<file path="src/rtl/pipe_skid_reg.sv">
// pipe_skid_reg: elastic pipeline register with a valid/ready handshake on
// both sides and a two-entry skid buffer. The input-side ready is decoded from
// the state register alone, so a downstream stall never forms a combinational
// path back to the producer.
module pipe_skid_reg #(
  parameter int DATA_WIDTH = 32
) (
  input  logic                  pipe_clock_input,
  input  logic                  pipe_reset_input,
  input  logic [DATA_WIDTH-1:0] pipe_input_data,
  input  logic                  pipe_input_valid,
  output logic                  pipe_input_ready,
  input  logic                  pipe_input_flush,
  output logic [DATA_WIDTH-1:0] pipe_output_data,
  output logic                  pipe_output_valid,
  input  logic                  pipe_output_ready,
  output logic [1:0]            pipe_output_count
);

  // Occupancy states: EMPTY holds nothing, BUSY holds main, FULL holds main+skid.
  localparam logic [1:0] ST_EMPTY = 2'd0;
  localparam logic [1:0] ST_BUSY  = 2'd1;
  localparam logic [1:0] ST_FULL  = 2'd2;

  logic [1:0]            r_state;
  logic [DATA_WIDTH-1:0] r_main;
  logic [DATA_WIDTH-1:0] r_skid;

  logic [1:0] w_state_next;
  logic       w_in_fire;
  logic       w_out_fire;
  logic       w_load_main_in;
  logic       w_load_main_skid;
  logic       w_load_skid;

  // Handshake outputs come straight from the state register.
  assign pipe_input_ready  = (r_state != ST_FULL);
  assign pipe_output_valid = (r_state != ST_EMPTY);
  assign pipe_output_data  = r_main;

  assign w_in_fire  = pipe_input_valid  & pipe_input_ready;
  assign w_out_fire = pipe_output_valid & pipe_output_ready;

  // Decode the word count from the occupancy state.
  always_comb begin
    pipe_output_count = 2'd0;
    case (r_state)
      ST_BUSY: pipe_output_count = 2'd1;
      ST_FULL: pipe_output_count = 2'd2;
      default: pipe_output_count = 2'd0;
    endcase
  end

  // Next-state and data-load decisions; flush overrides every transition.
  always_comb begin
    // NOTE: every output of this block gets a default first, so no path leaves
    // a signal unassigned and no latch is inferred.
    w_state_next     = r_state;
    w_load_main_in   = 1'b0;
    w_load_main_skid = 1'b0;
    w_load_skid      = 1'b0;
    if (pipe_input_flush) begin
      w_state_next = ST_EMPTY;
    end else begin
      case (r_state)
        ST_EMPTY: begin
          if (w_in_fire) begin
            w_state_next   = ST_BUSY;
            w_load_main_in = 1'b1;
          end
        end
        ST_BUSY: begin
          if (w_in_fire && w_out_fire) begin
            w_load_main_in = 1'b1;
          end else if (w_in_fire) begin
            w_state_next = ST_FULL;
            w_load_skid  = 1'b1;
          end else if (w_out_fire) begin
            w_state_next = ST_EMPTY;
          end
        end
        ST_FULL: begin
          if (w_out_fire) begin
            w_state_next     = ST_BUSY;
            w_load_main_skid = 1'b1;
          end
        end
        default: w_state_next = ST_EMPTY;
      endcase
    end
  end

  // Occupancy state register.
  always_ff @(posedge pipe_clock_input or negedge pipe_reset_input) begin
    // NOTE: sequential state uses non-blocking assignments so every register
    // samples the pre-edge values, independent of statement order.
    if (!pipe_reset_input) r_state <= ST_EMPTY;
    else                   r_state <= w_state_next;
  end

  // Main register: loads from the producer or drains the skid entry.
  always_ff @(posedge pipe_clock_input or negedge pipe_reset_input) begin
    // NOTE: data registers are reset too, because the output data is required
    // to read zero while reset is asserted.
    if (!pipe_reset_input)     r_main <= '0;
    else if (w_load_main_in)   r_main <= pipe_input_data;
    else if (w_load_main_skid) r_main <= r_skid;
  end

  // Skid register: catches the one word accepted while the consumer stalls.
  always_ff @(posedge pipe_clock_input or negedge pipe_reset_input) begin
    if (!pipe_reset_input) r_skid <= '0;
    else if (w_load_skid)  r_skid <= pipe_input_data;
  end

endmodule

</file>
<file path="config.mk">
export PLATFORM = sky130hd
export DESIGN_NAME = pipe_skid_reg
export DESIGN_NICKNAME = d
export VERILOG_FILES = /design/src/rtl/pipe_skid_reg.sv
export SDC_FILE = /design/constraint.sdc
export NUM_CORES = 1
export LEC_CHECK = 0
export CORE_MARGIN = 10
export CORE_UTILIZATION = 45
export CTS_CLUSTER_DIAMETER = 80
export DETAILED_ROUTE_END_ITERATION = 10
export GPL_ROUTABILITY_DRIVEN = 0
export PLACE_DENSITY = 0.86
export SYNTH_ARGS = -nofsm -noshare
export SYNTH_HDL_FRONTEND = slang
export SYNTH_SLANG_ARGS = --single-unit
</file>
<file path="constraint.sdc">
create_clock -name pipe_clock_input -period 1.7 [get_ports pipe_clock_input]
set_clock_uncertainty 0.1 [all_clocks]
set_input_delay 0.34 -clock pipe_clock_input [delete_from_list [all_inputs] [get_ports pipe_clock_input]]
set_output_delay 0.34 -clock pipe_clock_input [all_outputs]
set_load 0.02 [all_outputs]
</file>
==> impl_results.md <==
- RSZ-0062 raised after global routing: true
- Met1 usage: 0.147
- Failing checks: setup timing
- Register area share after synthesis: 0.516
- GR Util met3: 0.0471
- Yosys top cell by area: dfrtp_1
- GR Util met2: 0.237
- Die height: about 100 um
- Slack of the critical path: -0.0621 ns
- Antenna violations before repair: 0
- WL final: roughly 7600 um
- Pre-antenna DRT Iters: 4
- Reg2reg setup slack: -0.06 ns
- Max_cap viols: 0
- DRC: 0
- DRT antenna net count: 0
- Status: finished, violations left
- Netlist cell types: 23
- Hold path depth: 3
- Max Slew Vio Count: 0
- Post-Synthesis Cells: 190
- Hold Startpoint: pipe_output_ready
- Largest net degree at the start of global routing: 67
- Reg2Reg Depth: 7
- Most frequent cells in the layout: 93 x mux2_4, 64 x dfrtp_1, 33 x clkdlybuf4s50_1, 33 x dlygate4sd2_1
- Clk sinks: 66
- Fin nets: around 330
- Die area: around 11000 um^2
- Area delta synth->final: 45.7%
- Initial core utilization: 0.466
- HPWL Detailed: ~4600 um
- Worst R2R Start: r_state[1]
- Endpoints failing hold: 0
- Num CTS Buffers: 9
- Vias per inst: 4.99
- Peak VDD IR: between 0.7 and 0.8 mV
- Synth top area cells: dfrtp_1 52%, mux2_4 27%, mux2_2 13%
- Maximum clock insertion buffer count: 2
- Crit Path Category: reg -> reg
- Root buf cell: clkbuf_8
- Min Tclk post-route: between 1.5 and 2 ns
- Worst-path fanout max: 7
- Synthesized area: 3200 um^2
- Commonest non-fill, non-tap cell in the layout: mux2_4
- Layout cells sized above 1: 0.514
- CP arrival: 1.88 ns
- Synthesized flop and latch total: between 60 and 70
- HP Class: in -> reg
- H-tree levels: 3
- Dpl ws: -0.432 ns
- F_max: between 500 and 600 MHz
- DP Area: roughly 4000 um^2
- Final setup viols: 32
- Crit share post-route: 1.04
- Io pins: between 70 and 80
- Post-Syn Nets: ~230
- Post-synth ARST share: 1.00
- Avg Inst Size Synth: ~17 um^2
- Syn. warnings: 0
- Grt ovf: 0
- Ant. Diodes: 0
- Lkg Pwr: about 0.0023 uW
- First-pass GRT wire length: roughly 12000 um
- CTS tree: done
- Total track usage: 0.136
- Post-DR wirelength/cell: between 15 and 20 um
- Synth Flop Type: dfrtp_1
- Least-Margin Pin Slew: ~0.36 ns
- PortBufs: 72
- Worst-Skew Late Latency: 0.34 ns
- Initial DRC count: 37
- Chip Width: between 100 and 150 um
- WHS Endpoint: r_state[1]
- Final instance area: between 4000 and 5000 um^2
- Row count: 30
- Worst r2r dst: pipe_output_data[1]
- Min Hold Slack: between 0.2 and 0.3 ns
- Number of global-route vias before repair: between 2000 and 2500
- CP required: 1.82 ns
- Grt peak-use layer: met2
- Top-area cell type share of the netlist area: 0.516
- Vias: 1957
- Crit path launch type: register
- PwrDens: approximately 1300 nW/um^2
- Max_slew headroom: 0.759
- Number of flops mapped to enable cells by yosys: 0
- Area of the core: 6870 um^2
- CP Capture Type: register
- Clk slew on worst S/H paths: approximately 0.070 ns
==> what timing repair did <==
item / in CTS / in global routing
hold buffers: 1 / 0
gates cloned: 4 / 1
pin swaps: 0 / 1
setup endpoints to repair: 99 / 67
hold endpoints to repair: 66 / 0
resized for setup: 76 / 27
buffers inserted: 5 / 3
==> through the flow <==
stage          TNS [ns]  instances  power, uW  utilization
3_3_place_gp     -22.39        363       4350        0.600
5_1_grt           -4.17        392       6160        0.679
6_report          -1.17        392       5870        0.679
3_5_place_dp     -25.49        363       4420        0.600
4_1_cts           -1.62        389       5830        0.663
2_1_floorplan         0        190       3540            -
==> sequential cells by signal (all words and copies together) (netlist names) <==
| signal | flops |
|---|---|
| r_state | 2 |
| r_skid | 32 |
| pipe_output_data | 32 |
==> cell usage after synthesis (all sizes together) (2+ instances only) <==
library cell	count
a21oi	3
buf	7
clkbuf	2
dfrtp	66
mux2	96
nand2	2
nand3b	2
nor2	2
nor2b	2
==> per-layer routing <==
metal | routed length (um) | vias to the layer above
met5 | 0 | -
met4 | 96 | 0
met3 | 425 | 10
met2 | 3950 | 53
met1 | 3160 | 1002
li1 | - | 892
==> worst max path at each step <==
stage                     startpoint             endpoint  slack (ns)  cells after the start
floorplan                 r_state[1]  pipe_output_data[7]        0.06                      5
global placement    pipe_input_valid  pipe_output_data[7]       -0.37                      6
detailed placement  pipe_input_valid  pipe_output_data[7]       -0.43                      6
CTS                       r_state[1]  pipe_output_data[1]       -0.07                      7
global route              r_state[1]  pipe_output_data[1]       -0.12                      7
finish                    r_state[1]  pipe_output_data[1]       -0.06                      7
==> worst max-delay path, cell delays in order (launching register included) <==
cell and delay [ns]:
dfrtp_2 0.45, nor2b_4 0.14, buf_6 0.13, nand2_8 0.06, a21oi_4 0.14, buf_12 0.15, clkbuf_16 0.17, mux2_4 0.30
==> power by group <==
group          internal [uW]  switching (uW)
logic                   1280             804
clock network            862             600
registers               2050             280
total                   4190            1680
==> cells by family (layout without fill, tap and decap cells) <==
| kind of cell | Yosys count | count (layout) | synth area share |
|---|---|---|---|
| AOI/OAI and AO/OA | 5 | 5 | 0.0133 |
| buffers and inverters | 10 | 116 | 0.0309 |
| DFF | 66 | 66 | 0.516 |
| muxes | 96 | 96 | 0.406 |
| and+or+nand+nor | 13 | 13 | 0.0340 |
==> layout make-up <==
type | instances | area [um^2]
clock buffers | 11 | 141
clock inverters | 5 | 77.6
fillers | 499 | 2210
inverters | 1 | 3.75
multi-input cells | 114 | 1590
flip-flops and latches | 66 | 1650
well taps | 96 | 120
repair buffers | 99 | 1070
No activity file was read; power rests on OpenSTA's default activity.
